### src/rtl/mc_instr_sequencer.sv
`default_nettype none
// ============================================================================
// Module   : mc_instr_sequencer
// Purpose  : Multicycle fetch / execute / PC-update control FSM for the
//            16-bit datapath, including conditional jumps and HLT.
// Revision : 1.0 - initial release
// ============================================================================
module mc_instr_sequencer #(
   parameter int ADDR_W      = 4,
   parameter int EXEC_CYCLES = 4
) (
   input  logic              clk,
   input  logic              sys_rst,
   input  logic              run,
   input  logic [31:0]       instr_in,
   input  logic              imem_ready,
   input  logic              flag_zero,
   input  logic              flag_sign,
   input  logic              flag_carry,
   input  logic              flag_ovf,
   output logic [ADDR_W-1:0] pc,
   output logic [31:0]       ir,
   output logic              ir_load,
   output logic              exec_en,
   output logic              halted,
   output logic [15:0]       instr_count
);

   localparam logic [4:0] c_OP_JMP = 5'd12;
   localparam logic [4:0] c_OP_JZ  = 5'd13;
   localparam logic [4:0] c_OP_JNZ = 5'd14;
   localparam logic [4:0] c_OP_JC  = 5'd15;
   localparam logic [4:0] c_OP_JS  = 5'd16;
   localparam logic [4:0] c_OP_JV  = 5'd17;
   localparam logic [4:0] c_OP_HLT = 5'd31;

   localparam logic [3:0] c_EXEC_LOAD = 4'(EXEC_CYCLES - 1);

   typedef enum logic [2:0] {
      S_IDLE  = 3'd0,
      S_FETCH = 3'd1,
      S_EXEC  = 3'd2,
      S_NEXT  = 3'd3,
      S_HALT  = 3'd4
   } state_t;

   state_t              r_state;
   state_t              w_state_nxt;
   logic [ADDR_W-1:0]   r_pc;
   logic [31:0]         r_ir;
   logic                r_ir_load;
   logic                r_exec_en;
   logic                r_halted;
   logic [15:0]         r_instr_count;
   logic [3:0]          r_exec_cnt;

   logic [4:0]          w_opcode;
   logic [ADDR_W-1:0]   w_target;
   logic                w_is_jump;
   logic                w_taken;
   logic                w_is_hlt;
   logic                w_exec_last;

   assign w_opcode    = r_ir[31:27];
   assign w_target    = r_ir[ADDR_W-1:0];
   assign w_is_hlt    = (w_opcode == c_OP_HLT);
   assign w_exec_last = (r_exec_cnt == 4'd0);

   always_comb begin
      w_is_jump = 1'b1;
      w_taken   = 1'b0;
      case (w_opcode)
         c_OP_JMP: w_taken = 1'b1;
         c_OP_JZ:  w_taken = flag_zero;
         c_OP_JNZ: w_taken = ~flag_zero;
         c_OP_JC:  w_taken = flag_carry;
         c_OP_JS:  w_taken = flag_sign;
         c_OP_JV:  w_taken = flag_ovf;
         default:  w_is_jump = 1'b0;
      endcase
   end

   always_comb begin
      w_state_nxt = r_state;
      case (r_state)
         S_IDLE:  if (run) w_state_nxt = S_FETCH;
         S_FETCH: if (imem_ready) w_state_nxt = S_EXEC;
         S_EXEC:  if (w_exec_last) w_state_nxt = S_NEXT;
         S_NEXT: begin
            if (w_is_hlt)  w_state_nxt = S_HALT;
            else if (run)  w_state_nxt = S_FETCH;
            else           w_state_nxt = S_IDLE;
         end
         S_HALT:  w_state_nxt = S_HALT;
         default: w_state_nxt = S_IDLE;
      endcase
   end

   always_ff @(posedge clk) begin
      if (sys_rst) r_state <= S_IDLE;
      else         r_state <= w_state_nxt;
   end

   // Strobes are registered decodes of the current state, so each one
   // appears in the cycle after the state that caused it.
   always_ff @(posedge clk) begin
      if (sys_rst) begin
         r_pc          <= '0;
         r_ir          <= '0;
         r_ir_load     <= 1'b0;
         r_exec_en     <= 1'b0;
         r_halted      <= 1'b0;
         r_instr_count <= '0;
         r_exec_cnt    <= '0;
      end else begin
         r_ir_load <= (r_state == S_FETCH) && imem_ready;
         r_exec_en <= (r_state == S_EXEC) && (r_exec_cnt == c_EXEC_LOAD)
                      && !w_is_jump && !w_is_hlt;
         r_halted  <= (r_state == S_HALT);

         if ((r_state == S_FETCH) && imem_ready) begin
            r_ir       <= instr_in;
            r_exec_cnt <= c_EXEC_LOAD;
         end else if ((r_state == S_EXEC) && !w_exec_last) begin
            r_exec_cnt <= r_exec_cnt - 4'd1;
         end

         if (r_state == S_NEXT) begin
            r_instr_count <= r_instr_count + 16'd1;
            if (!w_is_hlt) begin
               if (w_is_jump && w_taken) r_pc <= w_target;
               else                      r_pc <= r_pc + ADDR_W'(1);
            end
         end
      end
   end

   assign pc          = r_pc;
   assign ir          = r_ir;
   assign ir_load     = r_ir_load;
   assign exec_en     = r_exec_en;
   assign halted      = r_halted;
   assign instr_count = r_instr_count;

endmodule
`default_nettype wire

### config.mk
export PLATFORM = sky130hd
export DESIGN_NAME = mc_instr_sequencer
export DESIGN_NICKNAME = d
export VERILOG_FILES = /design/src/rtl/mc_instr_sequencer.sv
export SDC_FILE = /design/constraint.sdc
export NUM_CORES = 1
export LEC_CHECK = 0
export BUFFER_PORTS_ARGS = -buffer_cell sky130_fd_sc_hd__buf_2
export CORE_ASPECT_RATIO = 2
export CORE_MARGIN = 8
export CORE_UTILIZATION = 50
export CTS_BUF_LIST = sky130_fd_sc_hd__clkbuf_4 sky130_fd_sc_hd__clkbuf_8
export CTS_CLUSTER_SIZE = 24
export DETAILED_ROUTE_END_ITERATION = 10
export PLACE_DENSITY = 0.85
export SYNTH_ARGS = -nofsm -noshare
export SYNTH_HDL_FRONTEND = slang
export SYNTH_SLANG_ARGS = --single-unit
### constraint.sdc
create_clock -name clk -period 1.85 [get_ports clk]
set_clock_uncertainty 0.2 [all_clocks]
set_input_delay 0 -clock clk [delete_from_list [all_inputs] [get_ports clk]]
set_output_delay 0 -clock clk [all_outputs]
set_load 0.01 [all_outputs]
---- After elaboration in Yosys (flattened, before gate mapping) ----
Index checks and enable logic that the tools add are counted.
word-level totals
  bits in registers ....................... 62
  input port bits ......................... 40
  word-level logic and storage cells ...... 56
operators by class
  add/subtract/negate cells ............... 3
  equal/unequal tests ..................... 15
  muxes and demuxes ....................... 11
  bitwise logic cells ..................... 2
  reductions and logical operators ........ 16
operators by type and width
  operator                                          count
  == test 5 x 4 -> 1 bit, second input constant     4
  adder 16 x 1 -> 16 bit, second input constant     1
  == test 5 bit, second input constant              3
  case mux 3 bit (5 select lines)                   1
  2-to-1 mux 3 bit                                  4
  == test 3 x 2 -> 1 bit, second input constant     2
  logical AND 1 bit                                 6
  inequality test 2 bit, second input constant      3
  case mux 1 bit (6 select lines)                   1
  OR reduction 6 bit                                1
  adder 4 x 1 -> 4 bit, second input constant       1
  == test 4 x 2 -> 1 bit, second input constant     1
  logical NOT 4 bit                                 1
  2-to-1 mux 2 bit                                  2
  2-to-1 mux 4 bit                                  1
  subtractor 4 x 1 -> 4 bit, second input constant  1
  == test 3 x 1 -> 1 bit, second input constant     1
  == test 3 bit, second input constant              1
  logical NOT 1 bit                                 3
  logical NOT 3 bit                                 1
  AND reduction 3 bit                               1
  2-to-1 mux 1 bit                                  2
  inverter 1 bit                                    2
  AND reduction 2 bit                               1
  other kinds (2)                                   2

---- Longest topological paths before layout ----
Gate-level depths: netlist of run 1.
  depth after elaboration ................. 6
  gate-level depth with buffers ........... 6

---- Least setup slack after synthesis of run 1 ----
No wires, ideal clock.
  path kind ............................... flip-flop to flip-flop
  start ................................... reg r_ir[31], in the netlist ir[31]
  end ..................................... reg r_pc[1], in the netlist pc[1]
  library setup time ...................... 0.086 ns
  arrival ................................. 1.428 ns
  setup slack ............................. 0.137 ns
  cell stages (with the launch flop) ...... 6
  path buffers ............................ 0
  period minus slack after synthesis ...... 1.713 ns
  path through ............................ dfxtp_1 > or4b_4 > nor2_2 > a21oi_2 > mux2i_1 > a211oi_1
between the ends
  word-level cells in the longest chain between the ends .. 5
  elaborated cells on any way between the ends .. 14
ends and longest elaborated chain
  element                                                  line  text
  start, declared                                          50    logic [31:0] r_ir;
  start signal, assigned                                   122   r_ir <= instr_in;
  == test 5 bit or == test 5 x 4 -> 1 bit (tied branches)  72    case (w_opcode)
  OR reduction 6 bit (no source line)                      --
  2-to-1 mux 1 bit                                         72
  logical AND 1 bit                                        131   if (w_is_jump && w_taken) r_pc <= w_target;
  2-to-1 mux 4 bit                                         131
  end signal, assigned                                     131
  end signal, assigned                                     132   else r_pc <= r_pc + ADDR_W'(1);
  end, declared                                            49    logic [ADDR_W-1:0] r_pc;
Several ways; a longest one is shown, not always the timed one.
A chain may end at the register's enable or synchronous reset.

---- Worst setup path in the final report of run 1 ----
  start ................................... reg r_ir[28], in the netlist ir[28]
  end ..................................... reg r_pc[3], in the netlist pc[3]
The elaborated chain is that of the path after synthesis.

==> results.yml, run 1 <==
synthesis:
  synth_top_area_frac: 0.487
  synth_cell_types: 38
  ys_ff_latch: 62
  yosys.area.top_type: "dfxtp_1"
  syn_area_per_cell_um2: 8.33
  ys_async_sr_fraction: 0
  synth_warnings: 0
  synth_area_um2: 2550
  synthesis.nets: 351
  synth-main-ff-cell: "dfxtp_1"
  seq_area_frac_synth: 0.487
  postSynthCellCount: 306
  synth.top_cells.by_area: "dfxtp_1 (49%), nand2_1 (12%), a21oi_1 (6.9%)"
  synth_edf_count: 0
cells_and_area:
  drive_gt1_frac: 0.292
  multiInputGateArea_um2: 1230
  syn_to_final_growth_pct: 45.5
  fillers: 375
  regArea_um2: 1240
  diodes: 0
  layout_common_cells: "buf_2 (94), nand2_1 (80), dfxtp_1 (61)"
  final_common_cell: "buf_2"
  finalNetCount: 490
global_route:
  antenna_found_initial: 0
  grt.overflow.total: 0
  grt_max_degree: 35
  grt_pass1_wl_um: 12200
  grt_pass1_vias: 2546
  grtUsageTotal: 0.202
critical_path:
  cp-start-kind: "flop"
  cp-end-kind: "flop"
  worstPathMaxFanout: 8
  arrival_ns: 1.80
  worstPathRequired_ns: 1.90
  critical_path_class: "flop to flop"
cts:
  clk_latency_ns: 0.33
  cts.sinks: 62
  cts_max_level: 3
  path_clk_slew_ns: 0.06
  cts_tree: "yes"
  cts_buffer_depth: 2
  cts_root_buf: "clkbuf_8"
  cts_buffers: 9
sta:
  setup_viol: 0
  hold_viol_final: 0
  fmax_mhz: 572
  period_needed_ns: 1.75
  rsz0062_at_grt: "no"
  tns_ns: 0
  worst_slack_ns: 0.103
  drv_slew: 0
  tightestPinTransition_ns: 0.445
  fin_crit_sh: 0.944
  slew_headroom: 0.703
route:
  drt-initial-drc-count: 175
  drt_pass1_iterations: 5
  drtAntennaViolNets: 0
  routedWlPerCell_um: 14.8
  vias: 2583
  routed_wl_um: 7520
  routed_via_density: 5.09
  drc: 0
outcome:
  status: "finished, final reports clean"
power:
  ir_drop_v: 0.000627
  power.density_nw_per_um2: 788
  power.leakage_nw: 1.66
placement:
  pre_cts_ws_ns: 0.0925
  routabilityCongestion: 0.833
  portBuffers: 94
  place_hpwl_um: 4700
floorplan:
  die_h_um: 117
  coreArea_um2: 5050
  initial_core_util: 0.505
  rows: 37
  ios: 95
  die_x_um: 66.5
  dieArea_um2: 7780
flow_run:
  cap_violations: 0
worst_hold_path:
  hold_path_class: "primary input to flop"
[layer usage]
metal  vias up  global-route usage  routed length [um]
met2        95               0.338                3780
met5         -                   0                   0
met3         9              0.0896                 710
met1      1183               0.215                2930
li1       1296                   -                   -
met4         0              0.0818                  99
[report_power, final]
part	switching (mW)	internal [mW]
clock	0.482	0.657
sequential	0.0417	1.39
combinational	0.177	0.182
total	0.701	2.22
[synthesized netlist by cell type, types with 2 or more instances]
cell type	instances
nand2_1	80
dfxtp_1	62
a21oi_1	35
nor2_1	29
xor2_1	14
buf_2	10
nand3_1	7
o21ai_0	6
clkbuf_1	5
ha_1	5
nand4_1	5
and3_1	4
nand3b_1	4
nor3_1	4
xnor2_1	4
a31oi_1	3
mux2i_1	3
a211oi_1	2
a21boi_0	2
and2b_1	2
inv_1	2
nand4b_1	2
[final cells by class]
cell class / count / area share
timing repair buffer: 144 / 0.260
tap: 58 / 0.0196
sequential: 62 / 0.335
multi-input combinational: 226 / 0.332
inverter: 2 / 0.00202
clock buffer: 15 / 0.0523
[repair_timing]
item,in CTS,in global routing
gates resized for setup,0,1
setup buffers,0,2
hold endpoints to repair,50,0
hold buffers,37,0
setup endpoints to repair,0,6
[final timing paths]
check,startpoint,to,slack [ns],cells after the start
setup / recovery,ir[28],pc[3],0.10,5
hold / removal,flag_zero,pc[0],0.22,6
setup reg to reg,ir[28],pc[3],0.10,5
hold reg to reg,ir[16],ir[16],0.25,2
[worst max-delay path: stages (launching register included)]
cell	delay, ns
dfxtp_1	0.36
or4b_4	0.54
nor2_2	0.13
a21oi_2	0.08
nand3b_1	0.18
a31oi_1	0.17
[per-stage QoR]
| step | instances | hold slack, ns | utilization | total power [mW] | area [um^2] |
|---|---|---|---|---|---|
| finish | 507 | 0.223 | 0.735 | 2.93 | 3710 |
| global route | 507 | 0.248 | 0.735 | 3.06 | 3710 |
| CTS | 505 | 0.199 | 0.732 | 2.95 | 3690 |
| detailed placement | 453 | 0.0458 | 0.620 | 1.74 | 3130 |
| global placement | 453 | 0.0395 | 0.620 | 1.74 | 3130 |
| floorplan | 306 | -0.0640 | - | 1.61 | 2550 |
[state kept, by name, summed over array words and instances (netlist names)]
name and flops:
instr_count 16, r_exec_cnt 4, r_state 3, ir 32, exec_en 1, halted 1, ir_load 1, pc 4
[kinds of logic (layout without fill, tap and decap cells)]
family	count (synthesis)	in the layout	share of synthesized area
and+or+nand+nor	146	146	0.263
DFF	62	62	0.487
AOI/OAI and AO/OA	54	54	0.121
xor gates and xnor gates	18	18	0.0618
buffers and inverters	18	161	0.0314
adders and majority gates	5	5	0.0245
muxes	3	3	0.0118
No activity file was read; power rests on OpenSTA's default activity.
==> run 2: changes to the inputs <==
- CORE_UTILIZATION: 50 -> 51
- PLACE_DENSITY: 0.85 -> 0.86
==> run 2 against run 1 <==
Compared with the run above:
- core utilization up 2.4 points
- wire length grew 16%
- maximum frequency decreased by 4.0%
- register-to-register slack lost 0.07 ns
- combinational power grew 3%
- die area is 1.6% lower
- first-iteration DRC count is 3.4% lower
- critical path type unchanged
==> results.yml, run 2 (synthesis results as in run 1) <==
critical_path:
  critical_path_class: "flop to flop"
  critPathSlowestCell: "or4b_4"
  crit_chain: "or4b_4, nor2_2, a21oi_4, mux2i_1, a211oi_1"
  cp-end-kind: "flop"
  path_delay_family: "simple AND/OR/NAND/NOR gates"
  arrival_ns: 1.88
  crit_path_max_incr_delay_ns: 0.55
  worstPathMaxFanout: 8
  cp-start-kind: "flop"
  worst-path-buf-inv: 0
  worstPathRequired_ns: 1.91
placement:
  pre_cts_ws_ns: 0.0806
  place_hpwl_um: 5090
  routabilityCongestion: 0.768
  place_inst: 452
  placed_area_um2: 3120
  portBuffers: 94
power:
  ir_drop_v: 0.000844
  p_sw_uw: 750
  switching_share: 0.259
  p_clk_frac: 0.379
  intPower_mw: 2.15
  power.leakage_nw: 1.64
  power_mw: 2.90
  p_seq_frac: 0.493
  power.density_nw_per_um2: 784
  pwr-share-comb: 0.128
sta:
  drv_slew: 0
  fmax_mhz: 550
  setup_viol: 0
  slew_headroom: 0.718
  tns_ns: 0
  period_needed_ns: 1.82
  hold_viol_final: 0
  tightestPinTransition_ns: 0.420
  hold_ws_ns: 0.261
  rsz0062_at_grt: "yes"
  worst_slack_ns: 0.0302
  fin_crit_sh: 0.984
floorplan:
  dieArea_um2: 7660
  initial_core_util: 0.524
  ios: 95
  coreArea_um2: 4860
  die_h_um: 116
  rows: 36
  die_x_um: 66
cells_and_area:
  finalNetCount: 488
  post-route-util: 0.760
  drive_gt1_frac: 0.290
  final_cell_area_um2: 3690
  fin_cells: 506
  final_common_cell: "buf_2"
  layout_common_cells: "buf_2 (94), nand2_1 (80), dfxtp_1 (62)"
  largest_reg_flops: 32
  syn_to_final_growth_pct: 44.9
cts:
  cts_max_level: 3
  cts_buffers: 9
  cts.sinks: 62
  cts_root_buf: "clkbuf_8"
  cts_buffer_depth: 2
  cts_tree: "yes"
  path_clk_slew_ns: 0.07
  clk_latency_ns: 0.34
global_route:
  grt_pass1_vias: 2797
  grtUsageTotal: 0.230
  antenna_found_initial: 0
  grt_pass1_wl_um: 13600
  grt.overflow.total: 0
  grt_max_degree: 36
route:
  drt-initial-drc-count: 169
  routedWlPerCell_um: 17.3
  routed_wl_um: 8760
  drc: 0
  routed_via_density: 5.42
  drt_pass1_iterations: 5
  drtAntennaViolNets: 0
  vias: 2740
flow_run:
  cap_violations: 0
outcome:
  status: "finished, final reports clean"
worst_hold_path:
  hold_path_class: "flop to flop"
[run 2: cell types whose count changed in the layout (fill, tap and decap cells not counted), sizes merged]
cell	change
buf	-2
clkinv	+4
diode	+1
clkbuf	-3
[run 2: timing repair]
action	4_1_cts	5_1_grt
setup buffers	0	0
hold buffers	37	0
endpoints found under the hold margin	43	0
setup endpoints to repair	0	40
gates resized for setup	0	5
[run 2: power by group through the flow]
stage / Sequential [mW] / Combinational [mW] / Clock [mW]
after global placement: 1.45 / 0.277 / 0
after global routing: 1.44 / 0.399 / 1.18
after CTS: 1.42 / 0.347 / 1.11
after floorplan: 1.47 / 0.142 / 0
final: 1.43 / 0.370 / 1.10
after detailed placement: 1.45 / 0.284 / 0
[run 2: layout make-up]
cell class / instances / area (um^2)
Sequential cell: 62 / 1240
Clock inverter: 4 / 20.0
Multi-Input combinational cell: 226 / 1250
Timing Repair Buffer: 142 / 936
Fill cell: 309 / 1170
Inverter: 2 / 7.51
Tap cell: 57 / 71.3
Clock buffer: 12 / 165
Antenna cell: 1 / 2.50
[run 2: final timing paths]
| check | slack [ns] | cells past startpoint | start | endpoint |
|---|---|---|---|---|
| worst max-delay path | 0.03 | 5 | ir[28] | pc[1] |
| worst min register to register | 0.26 | 2 | ir[10] | ir[10] |
| worst min-delay path | 0.26 | 2 | ir[10] | ir[10] |
| worst max register to register | 0.03 | 5 | ir[28] | pc[1] |
[run 2: worst register-to-register path: cells and delay by family, from the launching register on]
| family | cells | cell delay [ns] |
|---|---|---|
| AND/OR/NAND/NOR | 2 | 0.73 |
| AO/OA/AOI/OAI | 2 | 0.30 |
| multiplexers | 1 | 0.15 |
| flip-flops | 1 | 0.37 |
[run 2: layer usage]
layer / share of wire / global-route usage / wire, um
met1: 0.36 / 0.235 / 3180
met2: 0.52 / 0.391 / 4520
met3: 0.097 / 0.0910 / 850
met4: 0.024 / 0.115 / 214
met5: 0 / 0 / 0
==> run 3: changes to the inputs <==
- CORE_ASPECT_RATIO: 2 -> unset
- PLACE_DENSITY: 0.86 -> 0.82
==> run 3 against run 2 <==
Compared with the run above:
- final cell count grew 2.0%
- largest power group unchanged
- critical path type unchanged
- wire length shrank 13%
- global-route usage shrank 2.7 points
- sequential power is essentially flat
- sequential share of layout area is essentially flat
- combinational power shrank 3%
==> results.yml, run 3 (synthesis results as in run 1) <==
critical_path:
  worstPathRequired_ns: 1.90
  r2r_start: "ir[30]"
  cp-end-kind: "flop"
  arrival_ns: 1.80
  worstPathMaxFanout: 8
  critical_path_class: "flop to flop"
  cp-start-kind: "flop"
  critPathLaunch: "ir[30]"
floorplan:
  initial_core_util: 0.533
  ios: 95
  rows: 25
  coreArea_um2: 4790
  die_h_um: 86.7
  die_x_um: 86.7
  dieArea_um2: 7520
cells_and_area:
  fillers: 317
  syn_to_final_growth_pct: 44.8
  largest_reg_flops: 32
  final_common_cell: "buf_2"
  diodes: 0
  drive_gt1_frac: 0.292
  finalNetCount: 489
  layout_common_cells: "buf_2 (94), nand2_1 (80), dfxtp_1 (61)"
route:
  drt-initial-drc-count: 83
  drtAntennaViolNets: 0
  drt_pass1_iterations: 4
  routedWlPerCell_um: 14.7
  routed_wl_um: 7590
  drc: 0
  vias: 2596
  routed_via_density: 5.03
sta:
  tightestPinTransition_ns: 0.427
  drv_slew: 0
  slew_headroom: 0.715
  rsz0062_at_grt: "no"
  hold_viol_final: 0
  fmax_mhz: 572
  fin_crit_sh: 0.946
  setup_viol: 0
  period_needed_ns: 1.75
  tns_ns: 0
global_route:
  grtUsageTotal: 0.203
  grt_max_degree: 36
  grt.overflow.total: 0
  grt_pass1_vias: 2591
  grt_pass1_wl_um: 12000
  antenna_found_initial: 0
cts:
  cts_buffers: 9
  cts_buffer_depth: 2
  clk_latency_ns: 0.34
  cts_tree: "yes"
  cts_root_buf: "clkbuf_8"
  cts.sinks: 62
  path_clk_slew_ns: 0.06
  cts_max_level: 3
outcome:
  status: "finished, final reports clean"
placement:
  portBuffers: 94
  routabilityCongestion: 0.808
  place_hpwl_um: 4580
power:
  power.leakage_nw: 1.64
  power.density_nw_per_um2: 767
  ir_drop_v: 0.000532
  power_mw: 2.83
flow_run:
  cap_violations: 0
worst_hold_path:
  min_from: "flag_zero"
  hold_path_class: "primary input to flop"
[run 3: changes by cell type in the layout (fill, tap and decap cells not counted), sizes merged]
| cell | delta |
|---|---|
| buf | +1 |
| clkinv | -1 |
| clkinvlp | +1 |
| diode | -1 |
[run 3: path summary, 6_finish.rpt]
kind	cells past startpoint	to	slack (ns)
worst max-delay path	5	pc[1]	0.10
worst min-delay path	6	pc[0]	0.20
worst max register to register	5	pc[1]	0.10
worst min register to register	2	ir[26]	0.25
[run 3: stage by stage]
| step | hold WS [ns] | cells | area (um^2) | util | worst slack, ns |
|---|---|---|---|---|---|
| CTS | 0.194 | 515 | 3670 | 0.768 | 0.0504 |
| global route | 0.235 | 516 | 3690 | 0.772 | 0.00155 |
| detailed placement | 0.0446 | 462 | 3130 | 0.654 | 0.0756 |
| finish | 0.204 | 516 | 3690 | 0.772 | 0.100 |
| global placement | 0.0398 | 462 | 3130 | 0.654 | 0.146 |
| floorplan | -0.0640 | 306 | 2550 | - | 0.137 |
[run 3: cell type report]
type                       count  area, um^2  share of cell area
clock buffer                  12         153              0.0413
inverter                       2        7.51             0.00203
clock inverter                 4        22.5             0.00610
timing repair buffer         143         943               0.255
sequential                    62        1240               0.336
tap                           67        83.8              0.0227
multi-input combinational    226        1240               0.336
[run 3: worst max-delay path: stages, from the launching register on]
cell and delay [ns]:
dfxtp_1 0.33, or4b_4 0.55, nor2_2 0.13, a21oi_2 0.08, mux2i_1 0.15, a211oi_1 0.23
[run 3: layer usage]
layer	routed length (um)	part of all wire	GRT usage	vias up
met5	0	0	0	-
met4	236	0.031	0.103	0
met3	692	0.091	0.0917	23
met2	3740	0.49	0.343	98
met1	2930	0.39	0.206	1172
li1	-	-	-	1303
[run 3: power by group]
part	switching, mW	internal [mW]
sequential	0.0410	1.38
combinational	0.181	0.178
clock	0.504	0.545
[run 3: what timing repair did]
action                     CTS  global route
setup endpoints to repair    0            28
hold endpoints to repair    56             0
hold buffers                37             0
gates resized for setup      0             3
setup buffers                0             1
